### src/rtl/temp_monitor_ctrl_pkg.sv
// Shared definitions for the temperature monitor: one-hot class codes,
// controller state encoding and default classification thresholds.
package temp_pkg;

  localparam logic [3:0] CLS_NONE      = 4'b0000;
  localparam logic [3:0] CLS_BAJA      = 4'b1000;
  localparam logic [3:0] CLS_NORMAL    = 4'b0100;
  localparam logic [3:0] CLS_ALTA      = 4'b0010;
  localparam logic [3:0] CLS_PELIGROSA = 4'b0001;

  typedef enum logic [1:0] {
    ST_IDLE = 2'd0,
    ST_WAIT = 2'd1,
    ST_REQ  = 2'd2,
    ST_EVAL = 2'd3
  } state_e;

  localparam int unsigned DEF_LOW_MAX  = 6;
  localparam int unsigned DEF_NORM_MAX = 9;
  localparam int unsigned DEF_HIGH_MAX = 11;

  function automatic logic fan_needed(input logic [3:0] cls);
    return (cls == CLS_ALTA) || (cls == CLS_PELIGROSA);
  endfunction

endpackage

### src/rtl/temp_monitor_ctrl_if.sv
// Sensor handshake bundle: the controller (master) requests, the sensor
// (slave) acknowledges with temp_in valid in the same cycle.
interface temp_monitor_ctrl_if;
  logic       sample_req;
  logic       sample_ack;
  logic [4:0] temp_in;

  modport master (output sample_req, input sample_ack, input temp_in);
  modport slave  (input sample_req, output sample_ack, output temp_in);
endinterface

### src/rtl/temp_monitor_ctrl_classifier.sv
// Combinational mapping of a 5-bit temperature code to a one-hot class,
// using unsigned inclusive upper thresholds.
module temp_classifier
  import temp_pkg::*;
#(
  parameter int unsigned LOW_MAX  = DEF_LOW_MAX,
  parameter int unsigned NORM_MAX = DEF_NORM_MAX,
  parameter int unsigned HIGH_MAX = DEF_HIGH_MAX
) (
  input  logic [4:0] temp_i,
  output logic [3:0] cls_o
);

  localparam logic [4:0] LOW_T  = 5'(LOW_MAX);
  localparam logic [4:0] NORM_T = 5'(NORM_MAX);
  localparam logic [4:0] HIGH_T = 5'(HIGH_MAX);

  always_comb begin
    cls_o = CLS_PELIGROSA;
    if (temp_i <= LOW_T) begin
      cls_o = CLS_BAJA;
    end else if (temp_i <= NORM_T) begin
      cls_o = CLS_NORMAL;
    end else if (temp_i <= HIGH_T) begin
      cls_o = CLS_ALTA;
    end
  end

endmodule

### src/rtl/temp_monitor_ctrl.sv
// Periodic temperature monitor: request/ack sampling, classification with
// debounced commits, fan and alarm outputs. Build macro TEMP_ALARM_LATCH_EN
// makes the alarm sticky until cleared by alarm_clr.
module temp_monitor_ctrl
  import temp_pkg::*;
#(
  parameter int unsigned SAMPLE_PERIOD = 1000,
  parameter int unsigned DEBOUNCE      = 3,
  parameter int unsigned ACK_TIMEOUT   = 255,
  parameter int unsigned LOW_MAX       = DEF_LOW_MAX,
  parameter int unsigned NORM_MAX      = DEF_NORM_MAX,
  parameter int unsigned HIGH_MAX      = DEF_HIGH_MAX
) (
  input  logic                       clk,
  input  logic                       reset,
  input  logic                       en,
  input  logic                       alarm_clr,
  temp_monitor_ctrl_if.master        sif,
  output logic [3:0]                 clase,
  output logic                       class_valid,
  output logic                       fan_on,
  output logic                       alarm,
  output logic                       sensor_err
);

  localparam int unsigned     PW       = $clog2(SAMPLE_PERIOD + 1);
  localparam int unsigned     TW       = $clog2(ACK_TIMEOUT + 1);
  localparam logic [PW-1:0]   PER_LAST = PW'(SAMPLE_PERIOD - 1);
  localparam logic [TW-1:0]   TO_LAST  = TW'(ACK_TIMEOUT - 1);
  localparam logic [3:0]      DEB_T    = 4'(DEBOUNCE);

  state_e        state_q, state_d;
  logic          first_q, first_d;
  logic [PW-1:0] period_cnt_q, period_cnt_d;
  logic [TW-1:0] to_cnt_q, to_cnt_d;
  logic [4:0]    sample_q, sample_d;
  logic [3:0]    clase_q, clase_d;
  logic [3:0]    cand_q, cand_d;
  logic [3:0]    deb_cnt_q, deb_cnt_d;
  logic          sensor_err_q, sensor_err_d;
  logic          class_valid_q, fan_on_q;
  logic          alarm_q, alarm_d, alarm_set;
  logic          ack_take, timeout_hit, per_done, eval_go, commit;
  logic [3:0]    samp_cls;

  temp_classifier #(
    .LOW_MAX (LOW_MAX),
    .NORM_MAX(NORM_MAX),
    .HIGH_MAX(HIGH_MAX)
  ) u_classifier (
    .temp_i(sample_q),
    .cls_o (samp_cls)
  );

  // FSM state register
  always_ff @(posedge clk) begin
    if (reset) begin
      state_q <= ST_IDLE;
      first_q <= 1'b1;
    end else begin
      state_q <= state_d;
      first_q <= first_d;
    end
  end

  // FSM next-state logic
  always_comb begin
    state_d = state_q;
    first_d = first_q;
    if (!en) begin
      state_d = ST_IDLE;
    end else begin
      case (state_q)
        ST_IDLE: begin
          state_d = first_q ? ST_REQ : ST_WAIT;
          first_d = 1'b0;
        end
        ST_WAIT: if (per_done) state_d = ST_REQ;
        ST_REQ: begin
          if (ack_take)         state_d = ST_EVAL;
          else if (timeout_hit) state_d = ST_WAIT;
        end
        ST_EVAL: state_d = ST_WAIT;
        default: state_d = ST_IDLE;
      endcase
    end
  end

  // FSM outputs and qualified events; an ack outside REQ is ignored
  always_comb begin
    sif.sample_req = (state_q == ST_REQ);
    ack_take       = en && (state_q == ST_REQ) && sif.sample_ack;
    timeout_hit    = en && (state_q == ST_REQ) && !sif.sample_ack && (to_cnt_q == TO_LAST);
    per_done       = (state_q == ST_WAIT) && (period_cnt_q == PER_LAST);
    eval_go        = en && (state_q == ST_EVAL);
  end

  always_comb begin
    period_cnt_d = '0;
    to_cnt_d     = '0;
    if (en && (state_q == ST_WAIT) && !per_done) begin
      period_cnt_d = period_cnt_q + 1'b1;
    end
    if (en && (state_q == ST_REQ) && !sif.sample_ack && (to_cnt_q != TO_LAST)) begin
      to_cnt_d = to_cnt_q + 1'b1;
    end
  end

  always_comb begin
    sample_d     = ack_take ? sif.temp_in : sample_q;
    sensor_err_d = sensor_err_q;
    if (ack_take) begin
      sensor_err_d = 1'b0;
    end else if (timeout_hit) begin
      sensor_err_d = 1'b1;
    end

    clase_d   = clase_q;
    cand_d    = cand_q;
    deb_cnt_d = deb_cnt_q;
    commit    = 1'b0;
    if (eval_go) begin
      // First sample and peligrosa bypass the debounce filter
      if ((clase_q == CLS_NONE) || (samp_cls == CLS_PELIGROSA)) begin
        commit    = 1'b1;
        clase_d   = samp_cls;
        deb_cnt_d = '0;
      end else if (samp_cls == clase_q) begin
        deb_cnt_d = '0;
      end else if (samp_cls == cand_q) begin
        if (deb_cnt_q >= DEB_T - 4'd1) begin
          commit    = 1'b1;
          clase_d   = samp_cls;
          deb_cnt_d = '0;
        end else if (deb_cnt_q != 4'hF) begin
          deb_cnt_d = deb_cnt_q + 4'd1;
        end
      end else begin
        cand_d    = samp_cls;
        deb_cnt_d = 4'd1;
        if (DEB_T == 4'd1) begin
          commit    = 1'b1;
          clase_d   = samp_cls;
          deb_cnt_d = '0;
        end
      end
    end else if (!en) begin
      deb_cnt_d = '0;
    end
  end

  assign alarm_set = (clase_d == CLS_PELIGROSA) || sensor_err_d;

`ifdef TEMP_ALARM_LATCH_EN
  always_comb begin
    alarm_d = alarm_q;
    if (alarm_set) begin
      alarm_d = 1'b1;
    end else if (alarm_clr) begin
      alarm_d = 1'b0;
    end
  end
`else
  logic unused_alarm_clr;
  assign unused_alarm_clr = alarm_clr;
  always_comb alarm_d = alarm_set;
`endif

  always_ff @(posedge clk) begin
    if (reset) begin
      period_cnt_q  <= '0;
      to_cnt_q      <= '0;
      sample_q      <= '0;
      clase_q       <= CLS_NONE;
      cand_q        <= CLS_NONE;
      deb_cnt_q     <= '0;
      sensor_err_q  <= 1'b0;
      class_valid_q <= 1'b0;
      fan_on_q      <= 1'b0;
      alarm_q       <= 1'b0;
    end else begin
      period_cnt_q  <= period_cnt_d;
      to_cnt_q      <= to_cnt_d;
      sample_q      <= sample_d;
      clase_q       <= clase_d;
      cand_q        <= cand_d;
      deb_cnt_q     <= deb_cnt_d;
      sensor_err_q  <= sensor_err_d;
      class_valid_q <= commit;
      fan_on_q      <= fan_needed(clase_d);
      alarm_q       <= alarm_d;
    end
  end

  assign clase       = clase_q;
  assign class_valid = class_valid_q;
  assign fan_on      = fan_on_q;
  assign alarm       = alarm_q;
  assign sensor_err  = sensor_err_q;

endmodule
### src/flat_wrapper.sv
// flat-port wrapper written by rule: the top's interface ports become plain ports
module temp_monitor_ctrl_flat import temp_pkg::*;
#(
  parameter int unsigned SAMPLE_PERIOD = 1000,
  parameter int unsigned DEBOUNCE      = 3,
  parameter int unsigned ACK_TIMEOUT   = 255,
  parameter int unsigned LOW_MAX       = DEF_LOW_MAX,
  parameter int unsigned NORM_MAX      = DEF_NORM_MAX,
  parameter int unsigned HIGH_MAX      = DEF_HIGH_MAX
)
  (clk, reset, en, alarm_clr, clase, class_valid, fan_on, alarm, sensor_err, sif_sample_req, sif_sample_ack, sif_temp_in);
  temp_monitor_ctrl_if sif_i ();
  input  logic clk;
  input  logic reset;
  input  logic en;
  input  logic alarm_clr;
  output logic [3:0] clase;
  output logic class_valid;
  output logic fan_on;
  output logic alarm;
  output logic sensor_err;
  output wire logic [$bits(sif_i.sample_req)-1:0] sif_sample_req;
  input wire logic [$bits(sif_i.sample_ack)-1:0] sif_sample_ack;
  input wire logic [$bits(sif_i.temp_in)-1:0] sif_temp_in;
  assign sif_sample_req = sif_i.sample_req;
  assign sif_i.sample_ack = sif_sample_ack;
  assign sif_i.temp_in = sif_temp_in;
  temp_monitor_ctrl #(.SAMPLE_PERIOD(SAMPLE_PERIOD), .DEBOUNCE(DEBOUNCE), .ACK_TIMEOUT(ACK_TIMEOUT), .LOW_MAX(LOW_MAX), .NORM_MAX(NORM_MAX), .HIGH_MAX(HIGH_MAX)) u_core (.clk(clk), .reset(reset), .en(en), .alarm_clr(alarm_clr), .sif(sif_i), .clase(clase), .class_valid(class_valid), .fan_on(fan_on), .alarm(alarm), .sensor_err(sensor_err));
endmodule
### config.mk
export PLATFORM = sky130hd
export DESIGN_NAME = temp_monitor_ctrl_flat
export DESIGN_NICKNAME = d
export VERILOG_FILES = /design/src/rtl/temp_monitor_ctrl_pkg.sv /design/src/rtl/temp_monitor_ctrl_if.sv /design/src/rtl/temp_monitor_ctrl_classifier.sv /design/src/rtl/temp_monitor_ctrl.sv /design/src/flat_wrapper.sv
export SDC_FILE = /design/constraint.sdc
export NUM_CORES = 1
export LEC_CHECK = 0
export BUFFER_PORTS_ARGS = -buffer_cell sky130_fd_sc_hd__buf_2
export CORE_MARGIN = 2
export CORE_UTILIZATION = 35
export CTS_BUF_LIST = sky130_fd_sc_hd__clkbuf_16
export CTS_CLUSTER_SIZE = 28
export DETAILED_ROUTE_END_ITERATION = 6
export SLEW_MARGIN = 5
export SYNTH_ARGS = -nofsm -noshare
export SYNTH_HDL_FRONTEND = slang
export SYNTH_SLANG_ARGS = --single-unit
### constraint.sdc
create_clock -name clk -period 2.35 [get_ports clk]
set_input_delay 0.3525 -clock clk [delete_from_list [all_inputs] [get_ports clk]]
set_output_delay 0.3525 -clock clk [all_outputs]
set_load 0.01 [all_outputs]
## Word level (Yosys, flattened, before mapping)

Index checks and enable logic that the tools add are counted.

- $add $sub $neg: 3
- Muxes and demuxes: 26
- Eq/ne operators: 16
- Reduce and logical (&&, ||, !) cells: 24
- Bitwise gates (word level): 7
- Magnitude comparators: 4

Operators with widths:

| operator | number |
|---|---|
| two-way mux 4 bit | 13 |
| adder 10 x 1 -> 10 bit (second input constant) | 1 |
| equality test 10 bit (second input constant) | 1 |
| <= comparator 5 x 4 -> 1 bit (second input constant) | 2 |
| two-way mux 2 bit | 5 |
| logical AND 1 bit | 9 |
| adder 8 x 1 -> 8 bit (second input constant) | 1 |
| equality test 4 x 1 -> 1 bit (second input constant) | 2 |
| equality test 4 bit | 2 |
| equality test 8 bit (second input constant) | 1 |
| != test 8 bit (second input constant) | 1 |
| case mux 2 bit (4 select lines) | 1 |
| OR reduction 2 bit | 4 |
| inverter 1 bit | 7 |
| two-way mux 1 bit | 6 |
| != test 6 bit (second input constant) | 1 |
| AND reduction 2 bit | 3 |
| <= comparator 5 x 3 -> 1 bit (second input constant) | 1 |
| adder 4 x 1 -> 4 bit (second input constant) | 1 |
| equality test 2 bit (second input constant) | 2 |
| equality test 4 x 2 -> 1 bit (second input constant) | 1 |
| greater-or-equal comparator 4 x 2 -> 1 bit (second input constant) | 1 |
| logical NOT 4 bit | 1 |
| != test 2 x 1 -> 1 bit (second input constant) | 2 |
| other kinds (8) | 11 |

- Output and inout port bits: 9
- Word-level logic and storage cells: 92
- Register bits after elaboration: 42
- Bits of input ports: 10

## Depth between registers and ports, before layout

Gate-level depths: netlist of run 1.

- Depth after elaboration: 11
- Depth in mapped cells: 8
- Mapped depth without buffers: 8

## Modules after synthesis

Synthesis of run 1 repeated with hierarchy kept, for this count alone.

- Cell total of the unflattened synthesis: 216
- Area total of the unflattened synthesis: 1999.4 sq um

Modules (own cells, without submodules):

| module | seq. area each (sq um) | cells each | area each (sq um) | instances |
|---|---|---|---|---|
| temp_monitor_ctrl | 840.8 | 210 | 1949.4 | 1 |
| temp_classifier | 0.0 | 6 | 50.0 | 1 |

## Worst setup path after synthesis of run 1

OpenSTA, ideal clock, no wires.

- Path type: reg-to-reg
- Start: register u_core.sample_q[1]
- End: register u_core.fan_on_q, in the netlist u_core.fan_on
- Stages on the path, launching flop included: 9
- Buffers on the path: 1
- Arrival: 1.934 ns
- Required time: 2.247 ns
- Library setup time: 0.103 ns
- Path slack: 0.312 ns
- Period minus slack after synthesis: 2.038 ns
- Path through: dfxtp_1 buf_6 or3b_4 a21oi_4 xnor2_1 a21oi_4 nand3_1 mux2i_1 a2111oi_2

- Cells in the longest elaborated chain, start to end: 11
- Elaborated cells between the ends (all ways): 18
- Those cells by class: order compare (3); eq/ne (5); mux (8); reduce/logical (2)

Ends and longest elaborated chain:

| element | RTL line | text |
|---|---|---|
| start, declared | temp_monitor_ctrl.sv:36 | `logic [4:0] sample_q, sample_d;` |
| start signal, assigned | temp_monitor_ctrl.sv:184 | `sample_q <= sample_d;` |
| <= comparator 5 x 4 -> 1 bit | temp_monitor_ctrl_classifier.sv:24 | `end else if (temp_i <= HIGH_T) begin` |
| two-way mux 2 bit | temp_monitor_ctrl_classifier.sv:24 |  |
| two-way mux 3 bit | temp_monitor_ctrl_classifier.sv:22 | `end else if (temp_i <= NORM_T) begin` |
| two-way mux 4 bit (*) | temp_monitor_ctrl_classifier.sv:20 | `if (temp_i <= LOW_T) begin` |
| equality test 4 bit / two-way mux 4 bit (equally long branches) | temp_monitor_ctrl.sv:130, temp_monitor_ctrl.sv:131 |  |
| two-way mux 4 bit | temp_monitor_ctrl.sv:130 | `end else if (samp_cls == cand_q) begin` |
| two-way mux 4 bit | temp_monitor_ctrl.sv:128 | `end else if (samp_cls == clase_q) begin` |
| two-way mux 4 bit (*) | temp_monitor_ctrl.sv:124 | `if ((clase_q == CLS_NONE) \|\| (samp_cls == CLS_PELIGROSA)) begin` |
| two-way mux 4 bit (*) | temp_monitor_ctrl.sv:122 | `if (eval_go) begin` |
| equality test 4 x 2 -> 1 bit / equality test 4 x 1 -> 1 bit (equally long branches) | temp_monitor_ctrl_pkg.sv:23 | `return (cls == CLS_ALTA) \|\| (cls == CLS_PELIGROSA);` |
| logical OR 1 bit (*) | temp_monitor_ctrl_pkg.sv:23 |  |
| end signal, assigned | temp_monitor_ctrl.sv:190 | `fan_on_q <= fan_needed(clase_d);` |
| end, declared | temp_monitor_ctrl.sv:41 | `logic class_valid_q, fan_on_q;` |

Mark *: on every way between the ends. The rest lies on a longest branch, timed or not.
A chain may end at the register's enable or synchronous reset.

## Final worst setup path of run 1

Same ends and word-level chain as after synthesis.

==> summary.txt, run 1 <==
Placement
  • IO Port Bufs: 17
  • Placed Cells: 312
  • Routability cong.: 0.7400
  • DPL Wire Length: 2700 µm
  • Place WS: 0.1779 ns

Yosys
  • Post-Synthesis Cell Area: 1986 µm²
  • Synth unique cells: 42
  • Top-count cell post-synth: dfxtp_1
  • Mean Syn Cell Area: 8.709 µm²
  • Post-synth EDFFs: 0
  • Synth async-reset ratio: 0%
  • Yosys top cell area share: 42.34%
  • Leading area contributor after synthesis: dfxtp_1
  • Mapped Cells: 228
  • Top FF cell, synth: dfxtp_1
  • Sequential share of the synthesized area: 42.34%
  • Synth warnings: 0
  • Top cells by area, synth: dfxtp_1, nor2_1, nand3_1
  • Synthesized flop and latch total: 42
  • Commonest cells in the netlist: dfxtp_1, nor2_1, nand2_1
  • Syn_nets: 243

Routing
  • Via count: 1580
  • Final wirelength: 3792 µm
  • Initial DRT Pass Iterations: 4
  • WL/cell: 11.85 µm
  • ANT nets after route: 0
  • DRC: 0
  • Vias per cell: 4.938
  • DR iter-0 viols: 63

Die
  • Total core area: 5507 µm²
  • Die width: 79.32 µm
  • Ports: 19
  • Die area: 6292 µm²
  • Initial core utilization: 36.06%
  • # rows: 27
  • Die H: 79.32 µm

Power and ir drop
  • PnR Total Power: 1445 µW
  • Pleak: 0.0008929 µW
  • Power Dens Cells: 633.1 nW/µm²
  • Peak VDD IR: 0.3357 mV

Final layout
  • # nets final: 262
  • Antenna Cells: 0
  • Share of cells above drive strength 1: 14.11%
  • Area grow syn2layout: 14.93%
  • Non-Filler Instances: 320
  • Fillers: 551

GRT
  • Number of global-route vias before repair: 1435
  • Initial antenna violation count: 0
  • First-pass GRT wire length: 6617 µm
  • GRT Util Overall: 13.41%
  • Grt ovf: 0
  • Largest net degree at the start of global routing: 24

Timing
  • Worst Clk Skew: 0.004394 ns
  • Setup violators final: 0
  • Slew headroom: 59.44%
  • Final min period: 2.184 ns
  • Max Clock Freq: 0.4578 GHz
  • Fin worst setup slack: 0.1657 ns
  • Share of the clock period used by the worst path: 92.95%
  • Final max-slew violation count: 0
  • Worst slew pin tran: 0.6043 ns
  • RSZ-0062 raised after global routing: false
  • Hold slack: 0.3073 ns
  • Hold Fails Final Rpt: 0
  • Setup TNS: 0 ns

Setup path
  • Slowest CP cell: or3b_4
  • CP max FO: 9
  • Crit Path Class: reg2reg
  • Buffers & Inverters on Critical Path: 0
  • Arrival time at the worst endpoint: 2.36 ns
  • Max incr delay on CP: 0.44 ns
  • Cell family with most CP delay: compound AO/OA/AOI/OAI gates
  • CP dominant cell by count: a21oi_4
  • Critical Path End Type: flip-flop
  • Worst path required time: 2.53 ns
  • Crit-path cells: or3b_4 -> a21oi_4 -> xnor2_1 -> a21oi_4 -> nand3_1 -> mux2i_1 -> a2111oi_2
  • Startpoint types: flip-flop

CTS
  • Clock buffer depth: 2
  • CTS sink cnt: 42
  • TritonCTS Buffers: 5
  • Clk_lat worst skew: 0.28 ns
  • Postcts setup bufs: 0
  • TritonCTS clock tree: built
  • H-Tree Depth: 2
  • Clk root buf: clkbuf_16
  • Clk slew on worst S/H paths: 0.06 ns

Job
  • Maxcap violations: 0

Hold path
  • Hold crit path type: in2reg

Status
  • Status: complete, no violations
[through the flow]
step	cell area, µm²	util (%)
floorplan	1986	-
global placement	2140	38.85
detailed placement	2140	38.85
CTS	2282	41.45
global route	2282	41.45
finish	2282	41.45
[path summary, 6_finish.rpt]
check                              start                      to  slack [ns]  cells past startpoint
setup / recovery      u_core.sample_q[1]           u_core.fan_on        0.17                      7
hold / removal            sif_temp_in[0]      u_core.sample_q[0]        0.31                      3
setup reg to reg      u_core.sample_q[1]           u_core.fan_on        0.17                      7
hold reg to reg   u_core.period_cnt_q[0]  u_core.period_cnt_q[0]        0.44                      1
[per-layer routing]
metal	GRT usage, %	share of wire [%]	up-vias
li1	-	-	834
met1	17.47	50	717
met2	20.59	45	24
met3	4.318	3.9	5
met4	5.172	1.6	0
met5	0	0	-
[registers in the layout (all words and copies together) (netlist names)]
name,flops
u_core.fan_on,1
u_core.period_cnt_q,10
u_core.cand_q,4
u_core.alarm,1
u_core.deb_cnt_q,4
u_core.sensor_err,1
u_core.state_q,2
u_core.clase,4
u_core.sample_q,5
u_core.class_valid,1
u_core.to_cnt_q,8
u_core.first_q,1
[layout make-up]
class | count | area, µm² | area share, %
multi-input cells | 175 | 1094 | 47.92
flip-flops and latches | 42 | 840.8 | 36.84
clock buffers | 5 | 125.1 | 5.482
repair buffers | 19 | 100.1 | 4.386
well taps | 72 | 90.09 | 3.947
clock inverters | 3 | 17.52 | 0.7675
inverters | 4 | 15.01 | 0.6579
[cell families (layout without fill, tap and decap cells)]
logic type,count (synthesis),after routing,synth area share [%]
and+or+nand+nor,115,115,29.36
DFF,42,42,42.34
AOI/OAI and AO/OA,33,33,12.48
xor gates and xnor gates,16,16,7.058
buffers and inverters,11,31,2.583
muxes,6,6,3.025
adders and majority gates,5,5,3.151
[timing repair]
action	4_1_cts	5_1_grt
hold buffers	0	0
endpoints found under the setup margin	0	1
resized for setup	0	1
[worst reg2reg max path, stage by stage, from the launching register on]
cell and delay, ns:
dfxtp_1 0.38, or3b_4 0.44, a21oi_4 0.20, xnor2_1 0.12
a21oi_4 0.23, nand3_1 0.23, mux2i_1 0.18, a2111oi_2 0.29
[power breakdown]
part           switching, µW  internal [µW]  leakage [µW]
clock network            268            389     0.0000750
registers               8.78            719      0.000339
logic                   34.8           24.3      0.000479
total                    312           1130      0.000893
[placed cells by master, fill, tap and decap left out, drive strengths merged]
| cell type | synthesis | routed |
|---|---|---|
| a21boi | 1 | 1 |
| a2111oi | 1 | 1 |
| nand3 | 18 | 18 |
| dfxtp | 42 | 42 |
| and4bb | 1 | 1 |
| xor2 | 7 | 7 |
| nor4 | 2 | 2 |
| inv | 4 | 5 |
| nand4b | 2 | 2 |
| or2 | 1 | 1 |
| ha | 5 | 5 |
| or4 | 1 | 1 |
| and2 | 1 | 1 |
| mux2i | 6 | 6 |
| o21bai | 2 | 2 |
| o211ai | 1 | 1 |
| nor2b | 4 | 4 |
| and3b | 1 | 1 |
| nand2 | 24 | 24 |
| clkbuf | 4 | 5 |
| nand2b | 5 | 5 |
| nor3b | 1 | 1 |
| a311oi | 1 | 1 |
| or3b | 1 | 1 |
| a21oi | 14 | 14 |
| nand3b | 4 | 4 |
| o21ai | 6 | 6 |
| and3 | 6 | 6 |
| xnor2 | 9 | 9 |
| and4b | 1 | 1 |
| nor2 | 34 | 34 |
| a21o | 3 | 3 |
| nor3 | 3 | 3 |
| nand4 | 5 | 5 |
| buf | 3 | 19 |
| clkinv | 0 | 2 |
| o311ai | 1 | 1 |
| a31oi | 3 | 3 |
Note: power is estimated with default switching activity, not from simulation.
==> run 2: changes to the inputs <==
Settings changed: BUFFER_PORTS_ARGS -buffer_cell sky130_fd_sc_hd__buf_2 to default, CELL_PAD_IN_SITES_DETAIL_PLACEMENT from default to 1, CELL_PAD_IN_SITES_GLOBAL_PLACEMENT from default to 2, DONT_BUFFER_PORTS from default to 1, PLACE_DENSITY_LB_ADDON from default to 0.1.
==> run 2 against run 1 <==
Against the previous run: core utilization fell by 0.64 points; cell area shrank 1.5%; final cell count shrank 4.4%; critical endpoint unchanged; highest routed layer unchanged.
==> summary.txt, run 2 (same netlist as run 1, synthesis figures left out) <==
Status
  • Status: complete, no violations (unchanged)

CTS
  • Clk slew on worst S/H paths: 0.06 ns (about the same)
  • TritonCTS Buffers: 5 (unchanged)
  • Clk_lat worst skew: 0.28 ns (about the same)
  • CTS sink cnt: 42 (unchanged)
  • Post-cts sizing count: 0 (unchanged)
  • H-Tree Depth: 2 (unchanged)
  • # hold bufs at CTS: 0 (unchanged)
  • Clk root buf: clkbuf_16 (unchanged)
  • Clock buffer depth: 2 (unchanged)
  • Postcts setup bufs: 0 (unchanged)
  • TritonCTS clock tree: built (unchanged)

GRT
  • Grt ovf: 0 (unchanged)
  • M3 GR Usage: 5.114% (was 4.318%)
  • First-pass GRT wire length: 7728 µm (was 6617 µm)
  • Number of global-route vias before repair: 1656 (was 1435)
  • GRT Max-Usage Layer: met2 (unchanged)
  • Initial antenna violation count: 0 (unchanged)
  • Met2 GRT Util: 26.44% (was 20.59%)
  • Largest net degree at the start of global routing: 24 (unchanged)
  • Met1 usage: 18.22% (was 17.47%)
  • GRT Util Overall: 15.68% (was 13.41%)

Hold path
  • Hold crit path type: in2reg (unchanged)
  • Hold path depth: 1 (was 3)
  • Hold EP: u_core.clase[0] (was u_core.sample_q[0])
  • Hold Path Origin: reset (was sif_temp_in[0])

Placement
  • IO Port Bufs: 0 (was 17)
  • DPL Wire Length: 3453 µm (was 2700 µm)
  • Placed Cells: 298 (was 312)
  • Routability cong.: 0.7325 (was 0.7400)

Final layout
  • Largest register by flop count: u_core.period_cnt_q (unchanged)
  • Area grow syn2layout: 13.17% (was 14.93%)
  • Commonest non-fill, non-tap cell in the layout: dfxtp_1 (unchanged)
  • # nets final: 248 (was 262)
  • Max reg flops: 10 (unchanged)
  • Non-Filler Instances: 306 (was 320)
  • Antenna Cells: 0 (unchanged)
  • Share of cells above drive strength 1: 9.829% (was 14.11%)
  • Commonest cells after routing, fill and taps aside: dfxtp_1, nor2_1, nand2_1, nand3_1, a21oi_1 (was dfxtp_1, nor2_1, nand2_1, nand3_1, buf_2)
  • Largest regs: u_core.period_cnt_q: 10 flops, u_core.to_cnt_q: 8 flops, u_core.sample_q: 5 flops (unchanged)
  • Fillers: 635 (was 551)

Routing
  • Final wirelength: 4562 µm (was 3792 µm)
  • WL/cell: 14.91 µm (was 11.85 µm)
  • ANT nets after route: 0 (unchanged)
  • DR iter-0 viols: 51 (was 63)
  • Via count: 1603 (was 1580)
  • DRC: 0 (unchanged)
  • Initial DRT Pass Iterations: 4 (unchanged)
  • Vias per cell: 5.239 (was 4.938)

Power and ir drop
  • Pleak: 0.0008352 µW (was 0.0008929 µW)
  • Peak VDD IR: 0.3578 mV (was 0.3357 mV)
  • Power Dens Cells: 691.7 nW/µm² (was 633.1 nW/µm²)

Die
  • Die H: 79.32 µm (unchanged)
  • Die width: 79.32 µm (unchanged)
  • # rows: 27 (unchanged)
  • Total core area: 5507 µm² (unchanged)
  • Ports: 19 (unchanged)
  • Initial core utilization: 36.06% (unchanged)
  • Die area: 6292 µm² (unchanged)

Timing
  • Hold Fails Final Rpt: 0 (unchanged)
  • Share of the clock period used by the worst path: 94.58% (was 92.95%)
  • Setup violators final: 0 (unchanged)
  • Slew headroom: 60.52% (was 59.44%)
  • Final min period: 2.223 ns (was 2.184 ns)
  • Final max-slew violation count: 0 (unchanged)
  • RSZ-0062 raised after global routing: false (unchanged)
  • Max Clock Freq: 0.4499 GHz (was 0.4578 GHz)
  • Setup TNS: 0 ns (unchanged)
  • Worst slew pin tran: 0.5882 ns (was 0.6043 ns)
  • Worst Clk Skew: 0.007813 ns (was 0.004394 ns)

Setup path
  • RR Startpoint: u_core.sample_q[3] (was u_core.sample_q[1])
  • Startpoint types: flip-flop (unchanged)
  • Arrival time at the worst endpoint: 2.40 ns (was 2.36 ns)
  • Critical Path End Type: flip-flop (unchanged)
  • Reg-to-Reg End: u_core.fan_on (unchanged)
  • Crit Path Class: reg2reg (unchanged)
  • Worst reg-to-reg path cell count: 7 (unchanged)
  • Worst path required time: 2.53 ns (about the same)
  • FF-to-FF setup slack: 0.13 ns (was 0.17 ns)
  • CP max FO: 7 (was 9)

Job
  • Maxcap violations: 0 (unchanged)
run 2: worst max-delay path by stage:
stage	start	depth (start not counted)	end
2_1_floorplan	u_core.sample_q[1]	8	u_core.fan_on
3_3_place_gp	u_core.sample_q[3]	7	u_core.fan_on
3_5_place_dp	u_core.sample_q[3]	7	u_core.fan_on
4_1_cts	u_core.sample_q[3]	7	u_core.fan_on
5_1_grt	u_core.sample_q[3]	7	u_core.fan_on
6_report	u_core.sample_q[3]	7	u_core.fan_on
run 2: routing by layer:
layer	part of all wire, %	vias up
met1	45	772
li1	-	798
met5	0	-
met2	49	24
met3	4.0	9
met4	2.0	0
run 2: layout make-up:
cell class,count,area [µm²],share of cell area [%]
multi-input cells,175,1099,48.89
flip-flops and latches,42,840.8,37.42
clock buffers,5,125.1,5.568
well taps,72,90.09,4.009
clock inverters,3,40.04,1.782
repair buffers,5,37.54,1.670
inverters,4,15.01,0.6682
run 2: worst max-delay path: stages (launching register included):
cell	delay (ns)
dfxtp_1	0.44
or3b_4	0.43
a21oi_4	0.20
xnor2_1	0.12
a21oi_4	0.25
nand3_2	0.18
mux2i_1	0.18
a2111oi_2	0.31
run 2: per-stage QoR:
| stage | total power, µW | utilization (%) | setup WS [ns] | area (µm²) | hold slack [ns] |
|---|---|---|---|---|---|
| 6_report | 1554 | 40.81 | 0.1275 | 2247 | 0.1324 |
| 5_1_grt | 1612 | 40.81 | 0.01753 | 2247 | 0.1266 |
| 4_1_cts | 1569 | 40.72 | 0.04451 | 2242 | 0.1290 |
| 3_5_place_dp | 792.1 | 37.72 | 0.06100 | 2077 | 0.4295 |
| 3_3_place_gp | 789.8 | 37.72 | 0.1380 | 2077 | 0.4256 |
| 2_1_floorplan | 784.9 | - | 0.3123 | 1986 | 0.4132 |
run 2: where the power goes:
part,internal (µW),switching [µW]
clock network,497,281
registers,719,10.2
logic,21.1,25.5
total,1240,317
==> run 3: changes to the inputs <==
Settings changed: CAP_MARGIN from default to 5, CORE_MARGIN 2 to 5.
==> run 3 against run 2 <==
Against the previous run: clock skew decreased by 0.0038 ns; critical path depth is the same; non-clock buffer count unchanged; combinational power hardly changed; global-route usage is 1.8 points lower; core utilization decreased by 0.43 points; sequential power is essentially flat; cell area down 1.1%; count of clock-buffer cells in the layout unchanged; wire length rose by 3.9%; fmax is 0.58% higher; largest power group is now registers.
==> summary.txt, run 3 (same netlist as run 1, synthesis figures left out) <==
Timing
  • Worst slew pin tran: 0.5398 ns (was 0.5882 ns)
  • Hold Fails Final Rpt: 0 (unchanged)
  • Hold slack: 0.1337 ns (was 0.1324 ns)
  • Setup violators final: 0 (unchanged)
  • Setup TNS: 0 ns (unchanged)
  • Slew headroom: 63.77% (was 60.52%)
  • RSZ-0062 raised after global routing: false (unchanged)
  • Max Clock Freq: 0.4526 GHz (was 0.4499 GHz)
  • Final max-slew violation count: 0 (unchanged)
  • Worst Clk Skew: 0.003980 ns (was 0.007813 ns)
  • Final min period: 2.210 ns (was 2.223 ns)
  • Share of the clock period used by the worst path: 94.03% (was 94.58%)

GRT
  • First-pass GRT wire length: 8038 µm (was 7728 µm)
  • Number of global-route vias before repair: 1720 (was 1656)
  • Grt ovf: 0 (unchanged)
  • GRT Util Overall: 13.89% (was 15.68%)
  • Largest net degree at the start of global routing: 24 (unchanged)
  • Initial antenna violation count: 0 (unchanged)

Setup path
  • Startpoint types: flip-flop (unchanged)
  • CP dominant cell by count: a21oi_4 (unchanged)
  • CP max FO: 7 (unchanged)
  • Crit Path Class: reg2reg (unchanged)
  • Slowest CP cell: dfxtp_1 (unchanged)
  • Max incr delay on CP: 0.44 ns (about the same)
  • Critical Path End Type: flip-flop (unchanged)
  • Arrival time at the worst endpoint: 2.40 ns (about the same)
  • Cell family with most CP delay: compound AO/OA/AOI/OAI gates (unchanged)
  • Worst path required time: 2.54 ns (was 2.53 ns)
  • Crit-path cells: or3b_4 -> a21oi_4 -> xnor2_1 -> a21oi_4 -> nand3_2 -> mux2i_1 -> a2111oi_2 (unchanged)
  • Buffers & Inverters on Critical Path: 0 (unchanged)

Final layout
  • # nets final: 248 (unchanged)
  • Share of cells above drive strength 1: 9.402% (was 9.829%)
  • Commonest non-fill, non-tap cell in the layout: dfxtp_1 (unchanged)
  • Fillers: 638 (was 635)
  • Max reg flops: 10 (unchanged)
  • Antenna Cells: 0 (unchanged)
  • Area grow syn2layout: 11.97% (was 13.17%)
  • Utilization after layout: 40.38% (was 40.81%)
  • Largest register by flop count: u_core.period_cnt_q (unchanged)
  • Fin area: 2223 µm² (was 2247 µm²)
  • Largest regs: u_core.period_cnt_q: 10 flops, u_core.to_cnt_q: 8 flops, u_core.sample_q: 5 flops (unchanged)
  • Non-Filler Instances: 306 (unchanged)
  • Commonest cells after routing, fill and taps aside: dfxtp_1, nor2_1, nand2_1, nand3_1, a21oi_1 (unchanged)

Power and ir drop
  • Pleak: 0.0008188 µW (was 0.0008352 µW)
  • Power Dens Cells: 649.2 nW/µm² (was 691.7 nW/µm²)
  • Peak VDD IR: 0.2758 mV (was 0.3578 mV)

Die
  • Total core area: 5507 µm² (unchanged)
  • # rows: 27 (unchanged)
  • Initial core utilization: 36.06% (unchanged)
  • Die area: 7280 µm² (was 6292 µm²)
  • Die H: 85.32 µm (was 79.32 µm)
  • Die width: 85.32 µm (was 79.32 µm)
  • Ports: 19 (unchanged)

Routing
  • Via count: 1616 (was 1603)
  • Vias per cell: 5.281 (was 5.239)
  • Initial DRT Pass Iterations: 6 (was 4)
  • Final wirelength: 4740 µm (was 4562 µm)
  • ANT nets after route: 0 (unchanged)
  • DR iter-0 viols: 55 (was 51)
  • DRC: 0 (unchanged)
  • WL/cell: 15.49 µm (was 14.91 µm)

CTS
  • Clk slew on worst S/H paths: 0.06 ns (about the same)
  • Clk_lat worst skew: 0.28 ns (about the same)
  • H-Tree Depth: 2 (unchanged)
  • # hold bufs at CTS: 0 (unchanged)
  • Clock buffer depth: 2 (unchanged)
  • TritonCTS Buffers: 5 (unchanged)
  • TritonCTS clock tree: built (unchanged)
  • CTS sink cnt: 42 (unchanged)
  • Clk root buf: clkbuf_16 (unchanged)

Placement
  • Post-Place Cell Area: 2077 µm² (unchanged)
  • Placed Cells: 298 (unchanged)
  • DPL Wire Length: 3595 µm (was 3453 µm)
  • Routability cong.: 0.7506 (was 0.7325)
  • IO Port Bufs: 0 (unchanged)

Status
  • Status: complete, no violations (unchanged)

Job
  • Maxcap violations: 0 (unchanged)

Hold path
  • Hold crit path type: in2reg (unchanged)
-- run 3: changes by cell type in the layout (fill, tap and decap cells not counted), sizes merged --
| cell | before | now |
|---|---|---|
| clkinvlp | 0 | 1 |
| bufinv | 1 | 0 |
-- run 3: final cells by class --
cell class | count | area, µm² | share of cell area (%)
tap | 72 | 90.09 | 4.052
timing repair buffer | 5 | 37.54 | 1.688
clock buffer | 5 | 125.1 | 5.627
sequential | 42 | 840.8 | 37.82
clock inverter | 3 | 16.27 | 0.7316
inverter | 4 | 15.01 | 0.6753
multi-input combinational | 175 | 1099 | 49.41
-- run 3: power by group --
part           leakage, µW  internal [µW]  switching (µW)
sequential        0.000339            719            9.83
clock            0.0000672            388             280
combinational     0.000413           21.2            25.8
-- run 3: final timing paths --
| path | endpoint | from | depth (start not counted) | slack, ns |
|---|---|---|---|---|
| max | u_core.fan_on | u_core.sample_q[3] | 7 | 0.14 |
| min | u_core.fan_on | reset | 1 | 0.13 |
| max reg2reg | u_core.fan_on | u_core.sample_q[3] | 7 | 0.14 |
| min reg2reg | u_core.period_cnt_q[0] | u_core.period_cnt_q[0] | 1 | 0.45 |
-- run 3: stage by stage --
step                      power, µW  setup slack (ns)
after floorplan               784.9            0.3123
after global placement        789.9            0.1368
after detailed placement      792.6           0.08098
after CTS                      1478           0.05993
after global routing           1509          0.001353
final                          1443            0.1404
-- run 3: per-layer routing --
metal | GRT usage (%) | share of wire (%)
met5 | 0 | 0
met4 | 6.475 | 2.0
met3 | 4.757 | 5.8
met2 | 24.79 | 50
met1 | 14.55 | 42
-- run 3: what timing repair did --
| item | CTS | global route |
|---|---|---|
| resized for setup | 0 | 1 |
| buffers inserted | 0 | 0 |
| setup endpoints to repair | 0 | 1 |
-- run 3: worst reg2reg max path: stages, from the launching register on --
cell and delay, ns:
dfxtp_1 0.44, or3b_4 0.44, a21oi_4 0.21, xnor2_1 0.13
a21oi_4 0.25, nand3_2 0.19, mux2i_1 0.17, a2111oi_2 0.28
